**config.mk**
```make
export PLATFORM = sky130hd
export DESIGN_NAME = letc_core_branch_resolve_flat
export DESIGN_NICKNAME = d
export VERILOG_FILES = /design/src/rtl/letc_core_branch_resolve_pkg.sv /design/src/rtl/letc_core_branch_resolve_if.sv /design/src/rtl/letc_core_branch_resolve.sv /design/src/flat_wrapper.sv
export SDC_FILE = /design/constraint.sdc
export NUM_CORES = 1
export LEC_CHECK = 0
export ABC_AREA = 1
export ABC_CLOCK_PERIOD_IN_PS = 3700
export BUFFER_PORTS_ARGS = -buffer_cell sky130_fd_sc_hd__buf_4
export CORE_ASPECT_RATIO = 0.7
export CORE_MARGIN = 4
export CORE_UTILIZATION = 40
export DETAILED_ROUTE_END_ITERATION = 8
export PLACE_DENSITY = 0.66
export SLEW_MARGIN = 20
export SYNTH_ARGS = -nofsm -noshare
export SYNTH_HDL_FRONTEND = slang
export SYNTH_SLANG_ARGS = --single-unit
```
**constraint.sdc**
```tcl
create_clock -name i_clk -period 3.7 [get_ports i_clk]
set_input_delay 0 -clock i_clk [delete_from_list [all_inputs] [get_ports i_clk]]
set_output_delay 0 -clock i_clk [all_outputs]
set_load 0.02 [all_outputs]
```
**src/rtl/letc_core_branch_resolve_pkg.sv**
```systemverilog
// letc_core_branch_resolve_pkg: shared types for execute-stage branch resolution
package letc_core_branch_resolve_pkg;
  typedef logic [31:0] word_t;
  typedef enum logic [1:0] {BR_NONE, BR_COND, BR_JAL, BR_JALR} branch_type_e;
  typedef enum logic {BRR_IDLE, BRR_REDIRECT} br_resolve_state_e;
endpackage

```
**src/rtl/letc_core_branch_resolve_if.sv**
```systemverilog
// letc_core_branch_resolve_if: execute op, fetch redirect, writeback and status signals
interface letc_core_branch_resolve_if #(parameter int CNT_W = 32);
  import letc_core_branch_resolve_pkg::*;
  logic i_valid;
  logic o_ready;
  logic i_is_branch;
  logic i_is_jal;
  logic i_is_jalr;
  word_t i_pc;
  word_t i_imm;
  word_t i_rs1;
  logic i_cmp_result;
  logic i_flush;
  logic o_redirect_valid;
  logic i_redirect_ready;
  word_t o_redirect_pc;
  logic o_flush;
  logic o_wb_valid;
  word_t o_wb_link;
  logic o_misaligned;
  word_t o_misaligned_addr;
  logic [CNT_W-1:0] o_taken_count;
  modport master (
    output i_valid, i_is_branch, i_is_jal, i_is_jalr, i_pc, i_imm, i_rs1, i_cmp_result, i_flush, i_redirect_ready,
    input o_ready, o_redirect_valid, o_redirect_pc, o_flush, o_wb_valid, o_wb_link, o_misaligned, o_misaligned_addr, o_taken_count
  );
  modport slave (
    input i_valid, i_is_branch, i_is_jal, i_is_jalr, i_pc, i_imm, i_rs1, i_cmp_result, i_flush, i_redirect_ready,
    output o_ready, o_redirect_valid, o_redirect_pc, o_flush, o_wb_valid, o_wb_link, o_misaligned, o_misaligned_addr, o_taken_count
  );
endinterface

```
**src/rtl/letc_core_branch_resolve.sv**
```systemverilog
// letc_core_branch_resolve: resolves branches/jumps, issues redirect, flush, link and taken count
module letc_core_branch_resolve
  import letc_core_branch_resolve_pkg::*;
#(
  parameter int CNT_W = 32
) (
  input logic i_clk,
  input logic i_rst,
  letc_core_branch_resolve_if.slave bus
);
  br_resolve_state_e state, state_n;
  branch_type_e bt;
  word_t sum, target;
  logic taken, accept, go, mis;
  logic [CNT_W-1:0] cnt;
  assign bus.o_ready = (state == BRR_IDLE) && !bus.i_flush;
  assign bus.o_redirect_valid = (state == BRR_REDIRECT);
  assign bus.o_taken_count = cnt;
  // decode op, compute target and next state; flush overrides accept and handshake
  always_comb begin
    bt = bus.i_is_jal ? BR_JAL : bus.i_is_jalr ? BR_JALR : bus.i_is_branch ? BR_COND : BR_NONE;
    sum = (bt == BR_JALR ? bus.i_rs1 : bus.i_pc) + bus.i_imm;
    target = {sum[31:1], sum[0] & (bt != BR_JALR)};
    taken = (bt == BR_JAL) || (bt == BR_JALR) || (bt == BR_COND && bus.i_cmp_result);
    accept = bus.i_valid && bus.o_ready;
    go = accept && taken && !target[1];
    mis = accept && taken && target[1];
    state_n = bus.i_flush ? BRR_IDLE : go ? BRR_REDIRECT :
              (state == BRR_REDIRECT && !bus.i_redirect_ready) ? BRR_REDIRECT : BRR_IDLE;
  end
  // registered outputs; target/link/addr hold until the next event that owns them
  always_ff @(posedge i_clk or posedge i_rst) begin
    if (i_rst) begin
      state <= BRR_IDLE;
      bus.o_redirect_pc <= '0;
      bus.o_flush <= 1'b0;
      bus.o_wb_valid <= 1'b0;
      bus.o_wb_link <= '0;
      bus.o_misaligned <= 1'b0;
      bus.o_misaligned_addr <= '0;
      cnt <= '0;
    end else begin
      state <= state_n;
      bus.o_flush <= go;
      bus.o_wb_valid <= go && bt != BR_COND;
      bus.o_misaligned <= mis;
      cnt <= cnt + CNT_W'(go);
      if (go) bus.o_redirect_pc <= target;
      if (go) bus.o_wb_link <= bus.i_pc + 32'd4;
      if (mis) bus.o_misaligned_addr <= target;
    end
  end
  a_onehot: assert property (@(posedge i_clk) disable iff (i_rst)
    bus.i_valid |-> $onehot({bus.i_is_branch, bus.i_is_jal, bus.i_is_jalr}));
endmodule

```
**src/flat_wrapper.sv**
```systemverilog
// flat-port wrapper written by rule: the top's interface ports become plain ports
module letc_core_branch_resolve_flat import letc_core_branch_resolve_pkg::*;
#(
  parameter int CNT_W = 32
)
  (i_clk, i_rst, bus_i_valid, bus_i_is_branch, bus_i_is_jal, bus_i_is_jalr, bus_i_pc, bus_i_imm, bus_i_rs1, bus_i_cmp_result, bus_i_flush, bus_i_redirect_ready, bus_o_ready, bus_o_redirect_valid, bus_o_redirect_pc, bus_o_flush, bus_o_wb_valid, bus_o_wb_link, bus_o_misaligned, bus_o_misaligned_addr, bus_o_taken_count);
  letc_core_branch_resolve_if #(.CNT_W(CNT_W)) bus_i ();
  input logic i_clk;
  input logic i_rst;
  input wire logic [$bits(bus_i.i_valid)-1:0] bus_i_valid;
  input wire logic [$bits(bus_i.i_is_branch)-1:0] bus_i_is_branch;
  input wire logic [$bits(bus_i.i_is_jal)-1:0] bus_i_is_jal;
  input wire logic [$bits(bus_i.i_is_jalr)-1:0] bus_i_is_jalr;
  input wire logic [$bits(bus_i.i_pc)-1:0] bus_i_pc;
  input wire logic [$bits(bus_i.i_imm)-1:0] bus_i_imm;
  input wire logic [$bits(bus_i.i_rs1)-1:0] bus_i_rs1;
  input wire logic [$bits(bus_i.i_cmp_result)-1:0] bus_i_cmp_result;
  input wire logic [$bits(bus_i.i_flush)-1:0] bus_i_flush;
  input wire logic [$bits(bus_i.i_redirect_ready)-1:0] bus_i_redirect_ready;
  output wire logic [$bits(bus_i.o_ready)-1:0] bus_o_ready;
  output wire logic [$bits(bus_i.o_redirect_valid)-1:0] bus_o_redirect_valid;
  output wire logic [$bits(bus_i.o_redirect_pc)-1:0] bus_o_redirect_pc;
  output wire logic [$bits(bus_i.o_flush)-1:0] bus_o_flush;
  output wire logic [$bits(bus_i.o_wb_valid)-1:0] bus_o_wb_valid;
  output wire logic [$bits(bus_i.o_wb_link)-1:0] bus_o_wb_link;
  output wire logic [$bits(bus_i.o_misaligned)-1:0] bus_o_misaligned;
  output wire logic [$bits(bus_i.o_misaligned_addr)-1:0] bus_o_misaligned_addr;
  output wire logic [$bits(bus_i.o_taken_count)-1:0] bus_o_taken_count;
  assign bus_i.i_valid = bus_i_valid;
  assign bus_i.i_is_branch = bus_i_is_branch;
  assign bus_i.i_is_jal = bus_i_is_jal;
  assign bus_i.i_is_jalr = bus_i_is_jalr;
  assign bus_i.i_pc = bus_i_pc;
  assign bus_i.i_imm = bus_i_imm;
  assign bus_i.i_rs1 = bus_i_rs1;
  assign bus_i.i_cmp_result = bus_i_cmp_result;
  assign bus_i.i_flush = bus_i_flush;
  assign bus_i.i_redirect_ready = bus_i_redirect_ready;
  assign bus_o_ready = bus_i.o_ready;
  assign bus_o_redirect_valid = bus_i.o_redirect_valid;
  assign bus_o_redirect_pc = bus_i.o_redirect_pc;
  assign bus_o_flush = bus_i.o_flush;
  assign bus_o_wb_valid = bus_i.o_wb_valid;
  assign bus_o_wb_link = bus_i.o_wb_link;
  assign bus_o_misaligned = bus_i.o_misaligned;
  assign bus_o_misaligned_addr = bus_i.o_misaligned_addr;
  assign bus_o_taken_count = bus_i.o_taken_count;
  letc_core_branch_resolve #(.CNT_W(CNT_W)) u_core (.i_clk(i_clk), .i_rst(i_rst), .bus(bus_i));
endmodule
```
==> run summary, run 1 <==
Entering global routing, the biggest net connects 83 pins. In the post-route analysis, the smallest setup slack over all paths is 0.226 ns. The width of the die came out at 184 µm.

The final standard cell utilization of the core is 55.9%, and the share of the yosys chip area belonging to registers is 37.9%. The clock passes through at most 2 buffers. Power spread over the standard cell area amounts to 537 nW/µm². Counting the buffers created by CTS gives 17. The tools report the net count after synthesis as 1400. At the later pin of the worst-skew pair, clock insertion delay measures 0.43 ns.

The share of synthesized area in the top cell type comes to 37.9%. The signed area change from the synthesized netlist to the final layout works out to 35.1%. The top-level port count is 238.

Final count of hold timing violations: 0. In this run the worst setup path begins at bus_i_is_jalr. Library cell occupying the most area in the post-synthesis netlist: dfrtp_1.

The global-route wire length before repair is 46000 µm, and the worst setup slack after placement is 0.582 ns. The run finished with clean final reports. The startpoint identified for the worst register-to-register timing path is u_core.bus.o_redirect_valid. Across every metal layer, demand over resource in global routing totals 23.9%. CTS saw 132 sinks.

The die covers 24200 µm². The total iterations of the first detailed-routing run was 5. The final setup TNS came out at 0 ns. Number of cells on the worst reg-to-reg path: 13. Endpoint of the worst register-to-register path: u_core.bus.o_taken_count[26].

For the DRC violation total after the first TritonRoute iteration, the log shows 791. For this run, design rule violations remaining after detail routing come to 0. End point of the critical path: u_core.bus.o_redirect_valid.

Setup repair after global routing left no endpoint under its margin. The run gives 0 as the number of antenna violations at the first check in global routing. Number of storage elements in the synthesis netlist: 132. The worst setup path is captured at a flip-flop. Critical path class: in2reg. Global-route congestion overflow total: 0.

During synthesis, Yosys emitted a total of 0 warnings. The via count was 8947. The setup clock skew after layout came out at 0.0139 ns.

The wire length per cell after detailed routing was 16.0 µm; the quantity of I/O buffers inserted on ports was 237. The met1 track utilization from global routing came out at 35.5%. Critical-path maximum fanout: 35. Subtracting the final worst setup slack from the clock period gives 3.47 ns. In this run the remaining antenna-violating nets after routing total 0.

After detailed routing, the number of vias per cell comes to 4.91. The flip-flop cell with the highest count after synthesis is dfrtp_1. The clock slew seen by the registers of the worst setup and hold paths works out to 0.07 ns. The height of the chip was 131 µm; the worst hold margin was 0.0105 ns. The post-synthesis instance total is 1257, and the slew at the pin closest to its max-slew limit is 0.780 ns. Clock tree synthesis selected as its root buffer the cell clkbuf_16. The critical path required time was 4.01 ns; the number of synthesized flops with an enable pin was 0.

The power consumption is 0.00631 W. The cell area that synthesis handed to floorplanning was 8700 µm². In the finished design, the share of the clock period the worst path needs comes to 93.9%.

For this run, the post-layout net count is 1675. After synthesis, the share of flip-flops with an asynchronous set or reset is 100%. The clock tree synthesis step divided the H-tree into 4 levels.

The core region is 21000 µm². TritonCTS built the clock tree. The tools report the diode insertion count for antenna repair as 0.

The average instance in the mapped netlist occupies 6.92 µm². Data arrives at the worst endpoint at 3.78 ns. At the end of routability-driven placement, the weighted congestion stood at 0.987. Global routing consumed, on the met2 layer, 34.9% of the routing resources. The logs give 0 for the final number of max-transition violations and 37 for the number of buffers inserted for hold repair after clock tree synthesis. The worst register-to-register path has a setup slack of 1.28 ns. The tools report the final HPWL from detailed placement as 22700 µm. The tools report the total wirelength of the detailed-routed design as 29100 µm. Once the floorplan was initialized, standard cells occupied 41.4% of the core. Counting distinct cell types in the post-synthesis netlist gives 35.

Max-cap violations in this run came to 0. For the maximum resistive drop on vdd, the log shows 0.314 mV. STA classifies the critical path startpoint as a primary input. Most congested layer reported by global routing: met1. Gates resized during post-CTS repair numbered 0. Total of endpoints with negative setup slack in the final report: 0.

Ranked by total cell area, the synthesized netlist is headed by dfrtp_1, nand2_1, inv_1. For the count of buffers added by post-CTS timing repair for setup, the log shows 0. Measured against its own limit, the worst slew margin works out to 48.0%. Summed over all cells, the static leakage comes to 6.56 nW. The number of global-route vias before repair was 8453. Derived from the worst setup path, the maximum achievable clock frequency is 288 MHz. The tools report the number of placement rows as 44. For this run, global-route usage on met3 was measured as 5.47%. Path type of the worst min-delay path: in2reg.

The fraction of layout cells with a size suffix above 1 is 20.7%.
## layout make-up
type | count | area, µm²
clock buffers | 17 | 425
clock inverters | 15 | 179
fillers | 2050 | 9270
inverters | 164 | 621
multi-input cells | 935 | 4680
flip-flops and latches | 132 | 3300
well taps | 276 | 345
repair buffers | 282 | 2210
## cell families after synthesis
group	share of synthesized area, %
DFF	37.9
and+or+nand+nor	35.7
adders and majority gates	5.55
AOI/OAI and AO/OA	4.60
xor gates and xnor gates	5.94
muxes	1.81
buffers and inverters	8.42
## how the worst min path moves through the flow
stage / startpoint / to / slack [ns] / depth (start not counted)
final: bus_i_pc[24] / u_core.bus.o_wb_link[24] / 0.01 / 4
after global routing: bus_i_valid / u_core.bus.o_misaligned / 0.03 / 3
after CTS: bus_i_valid / u_core.bus.o_misaligned / 0.002 / 3
after detailed placement: i_rst / u_core.bus.o_misaligned_addr[1] / 0.17 / 2
after global placement: bus_i_flush / u_core.bus.o_redirect_valid / 0.16 / 2
after floorplan: bus_i_flush / u_core.bus.o_redirect_valid / 0.06 / 1
## worst max-delay path: stages
cell           delay (ns)
dlygate4sd3_1        0.55
buf_4                0.15
nand2_1              0.16
mux2_2               0.37
ha_1                 0.22
inv_1                0.08
fa_1                 0.45
inv_1                0.12
nor2_4               0.06
inv_2                0.43
buf_4                0.48
a21oi_1              0.11
dlygate4sd3_1        0.58
## placed cells by master (no fill, tap or decap), types with 2 or more instances in the layout
cell type / instances
a21oi_1: 41
buf_4: 245
clkbuf_16: 17
clkinv_4: 2
dfrtp_1: 132
dlygate4sd3_1: 37
ha_1: 37
inv_1: 161
inv_2: 2
inv_6: 3
inv_8: 8
mux2_2: 14
nand2_1: 500
nand2_2: 5
nand3_1: 85
nand3_2: 4
nand3b_1: 5
nand4_1: 14
nor2_1: 98
nor2_2: 6
nor2_4: 5
nor3_1: 19
nor3_2: 2
nor4_1: 3
o21ai_0: 17
o21ai_1: 6
o21bai_1: 4
o31ai_1: 3
or2_2: 2
xnor2_1: 18
xor2_1: 41
## cells in the mapped netlist, types with 2 or more instances
| library cell | number |
|---|---|
| inv_1 | 163 |
| nor2_1 | 100 |
| xor2_1 | 41 |
| nand3b_1 | 5 |
| nand3_2 | 4 |
| o21bai_1 | 4 |
| nor3_1 | 19 |
| nor4_1 | 3 |
| buf_2 | 15 |
| nor2_2 | 5 |
| or2_2 | 2 |
| nand4_1 | 14 |
| nand2_2 | 5 |
| a21oi_1 | 41 |
| o21ai_1 | 6 |
| clkbuf_1 | 8 |
| xnor2_1 | 18 |
| nand2_1 | 500 |
| o21ai_0 | 17 |
| nand3_1 | 85 |
| dfrtp_1 | 132 |
| mux2_2 | 14 |
| buf_1 | 2 |
| nor3_2 | 2 |
| nor2_4 | 4 |
| ha_1 | 37 |
| o31ai_1 | 3 |
## stage by stage
step / std cells / area [µm²]
after detailed placement: 1752 / 10800
after floorplan: 1257 / 8700
after CTS: 1821 / 11800
after global placement: 1752 / 10800
final: 1821 / 11800
after global routing: 1821 / 11800
## sequential cells by signal, summed over array words and instances (netlist names)
signal and count:
u_core.bus.o_taken_count 32, u_core.bus.o_redirect_valid 1, u_core.bus.o_misaligned 1, u_core.bus.o_redirect_pc 32
u_core.bus.o_wb_link 32, u_core.bus.o_flush 1, u_core.bus.o_misaligned_addr 32, u_core.bus.o_wb_valid 1
## metal layers
metal	wire length, µm	share of wire, %
met4	574	2.0
met1	13900	48
met2	12200	42
met3	2480	8.5
met5	0	0
## power breakdown
part	internal, W	switching (W)
clock	0.000973	0.000797
sequential	0.00185	0.000271
combinational	0.000972	0.00145
total	0.00379	0.00252
Note: power is estimated with default switching activity, not from simulation.
==> run 2: changes to the inputs <==
- BUFFER_PORTS_ARGS: -buffer_cell sky130_fd_sc_hd__buf_4 -> -buffer_cell sky130_fd_sc_hd__buf_2
==> run 2 against run 1 <==
Against the previous run:
- wire length down 1.7%
- largest cell class unchanged
- clock-buffer cell count unchanged
- worst setup slack improved by 0.28 ns
- global-route usage shrank 0.17 points
- power down 6.4%
- first-iteration DRC count is 20% lower
- utilization is 3.1 points lower
- final area down 5.5%
- combinational power down 11%
==> run summary, run 2 (synthesis results as in run 1) <==
The flow ran to the end, and the final reports show no timing, DRC or antenna violations. The tools report the global-route congestion overflow total as 0 (unchanged). The tools report the endpoint of the worst register-to-register path as u_core.bus.o_taken_count[30] (was u_core.bus.o_taken_count[26]).

Setup repair after global routing left no endpoint under its margin. The logs give 23.7% (was 23.9%) for the aggregate global-route resource usage and 0.43 ns (about the same) for the later-pin clock latency in the skew report. Width of the die: 184 µm (unchanged).

The tools report the launch instance of the worst register-to-register path as u_core.bus.o_redirect_valid (unchanged). The weighted congestion reported at the end of routability-driven placement was 0.939 (was 0.987). Static leakage power: 6.37 nW (was 6.56 nW). Most common cell after layout, fill and taps aside: nand2_1 (unchanged). For the power consumption, the log shows 0.00591 W (was 0.00631 W).

The H-tree depth is 4 (unchanged), and the max-slew headroom at the worst pin is 29.7% (was 48.0%). The top-level port count is 238 (unchanged), and the cell count after placement is 1752 (unchanged). The maximum clock frequency is 314 MHz (was 288 MHz), and the number of placement rows is 44 (unchanged).

The filler-free cell count of the finished design was 1820 (was 1821). For the final design instance area without fill, the log shows 11100 µm² (was 11800 µm²). The share of the clock period used by the worst path came out at 86.2% (was 93.9%). The global-route wire length before repair was 46000 µm (about the same). The tools report the remaining antenna violation count after routing as 0 (unchanged). Number of antenna violations at the first check in global routing: 3 (was 0).

Standard cell core area: 21000 µm² (unchanged). The setup clock skew after layout was 0.0110 ns (was 0.0139 ns). The start point of the critical path was bus_i_is_jalr (unchanged).

The critical path class is in2reg (unchanged). The area of the die is 24200 µm² (unchanged), and the quantity of I/O buffers inserted on ports is 237 (unchanged). The final HPWL from detailed placement was 22500 µm (was 22700 µm); the power density over the cells was 532 nW/µm² (was 537 nW/µm²). The slew at the pin closest to its max-slew limit is 1.05 ns (was 0.780 ns), and the height of the chip is 131 µm (unchanged). Clock slew seen by the registers of the worst setup and hold paths: 0.06 ns (was 0.07 ns).

The total of endpoints with negative setup slack in the final report was 0 (unchanged). The via density per instance works out to 4.88 (was 4.91). The logs give 0 ns (unchanged) for the final setup TNS and 0 (unchanged) for the residual DRC count. The signed area change from the synthesized netlist to the final layout was 27.6% (was 35.1%). The tools report the starting density of the core as 41.4% (unchanged).

The number of clock buffers inserted by TritonCTS was 17 (unchanged). The fill cell instance count of the final layout was 2117 (was 2050). The total wirelength of the detailed-routed design came out at 28600 µm (was 29100 µm). Most frequent cells in the layout: nand2_1, buf_2, inv_1, dfrtp_1, nor2_1 (was nand2_1, buf_4, inv_1, dfrtp_1, nor2_1). TritonCTS built the clock tree.

The final worst setup slack is 0.510 ns (was 0.226 ns), and the wire length per cell after detailed routing is 15.7 µm (was 16.0 µm). Root buffer cell: clkbuf_16 (unchanged). The number of max-cap violations came out at 0 (unchanged).

The start point of the worst min-delay path was bus_i_pc[14] (was bus_i_pc[24]). The run gives 2 (unchanged) as the clock tree buffer depth. The path type of the worst min-delay path was in2reg (unchanged). Worst setup slack after placement: 0.582 ns (about the same). The via count is 8884 (was 8947).

The CTS sink count came out at 132 (unchanged). The number of global-route vias before repair was 8449 (was 8453). The tools report the kind of start point of the critical path as a primary input (unchanged). The post-placement cell area is 10200 µm² (was 10800 µm²). The tools report the layout net count as 1673 (was 1675). The logs give 4.01 ns (about the same) for the critical path required time and 64 (was 83) for the maximum number of pins on one net before global-route repair. The fraction of layout cells with a size suffix above 1 was 20.8% (was 20.7%). The arrival time of the worst setup path was 3.50 ns (was 3.78 ns); the final number of max-transition violations was 0 (unchanged). The total iterations of the first detailed-routing run came out at 5 (unchanged). The number of cells on the worst reg-to-reg path is 13 (unchanged), and the post-route minimum period is 3.19 ns (was 3.47 ns). The end point of the critical path was u_core.bus.o_taken_count[30] (was u_core.bus.o_redirect_valid). For the DRC violation total after the first TritonRoute iteration, the log shows 633 (was 791).

The kind of end point of the critical path was a flip-flop (unchanged). The tools report the worst-case register-to-register setup slack as 1.18 ns (was 1.28 ns). The critical-path maximum fanout is 6 (was 35).

For the maximum resistive drop on vdd, the log shows 0.326 mV (was 0.314 mV). The final count of hold timing violations came out at 0 (unchanged).
==> run 2: changes by cell type in the layout (fill, tap and decap cells not counted), sizes merged <==
cell	change
clkinv	-3
clkinvlp	+4
diode	+1
bufinv	-1
dlygate4sd3	-2
==> run 2: area by class of cell <==
class,count,area [µm²],share of cell area [%]
repair buffers,280,1600,14.4
inverters,164,621,5.59
well taps,276,345,3.11
clock buffers,17,425,3.83
multi-input cells,935,4680,42.1
flip-flops and latches,132,3300,29.7
clock inverters,15,135,1.22
diodes,1,2.50,0.0225
==> run 2: what timing repair did <==
action,CTS,global route
setup buffers,0,0
endpoints found under the hold margin,93,0
hold buffers,35,0
resized for setup,0,0
==> run 2: metrics by stage <==
stage | hold slack [ns] | utilization (%)
5_1_grt | 0.0408 | 52.8
6_report | 0.0147 | 52.8
3_3_place_gp | 0.132 | 48.5
3_5_place_dp | 0.133 | 48.5
2_1_floorplan | 0.0631 | -
4_1_cts | 0.000892 | 52.8
==> run 2: worst min-delay path by stage <==
| stage | to | depth (start not counted) |
|---|---|---|
| after floorplan | u_core.bus.o_redirect_valid | 1 |
| after global placement | u_core.bus.o_misaligned_addr[1] | 2 |
| after detailed placement | u_core.bus.o_misaligned_addr[1] | 2 |
| after CTS | u_core.bus.o_wb_link[15] | 4 |
| after global routing | u_core.bus.o_wb_link[24] | 4 |
| final | u_core.bus.o_wb_link[14] | 4 |
==> run 2: routing by layer <==
metal | wire (µm) | global-route usage, % | vias to the layer above | share of wire (%)
met5 | 37 | 0 | - | 0.13
met4 | 436 | 5.13 | 4 | 1.5
met3 | 2260 | 4.75 | 39 | 7.9
met2 | 12000 | 35.0 | 326 | 42
met1 | 14000 | 35.8 | 4062 | 49
li1 | - | - | 4453 | -
==> run 2: worst max-delay path: stages <==
cell and delay (ns):
dlygate4sd3_1 0.52, buf_2 0.13, nand2_2 0.09, mux2_2 0.23, ha_1 0.19, inv_1 0.07, fa_1 0.53, inv_1 0.08
nor2_4 0.15, ha_1 0.19, ha_1 0.20, nand3_2 0.11, inv_1 0.12, nand2_2 0.14, nor2_2 0.19, nand2_2 0.12
nor2_4 0.15, nand4_1 0.14, xnor2_1 0.15
==> run 2: where the power goes <==
group / switching (W) / internal, W
clock: 0.000764 / 0.000887
sequential: 0.000250 / 0.00185
combinational: 0.00144 / 0.000715
total: 0.00246 / 0.00345
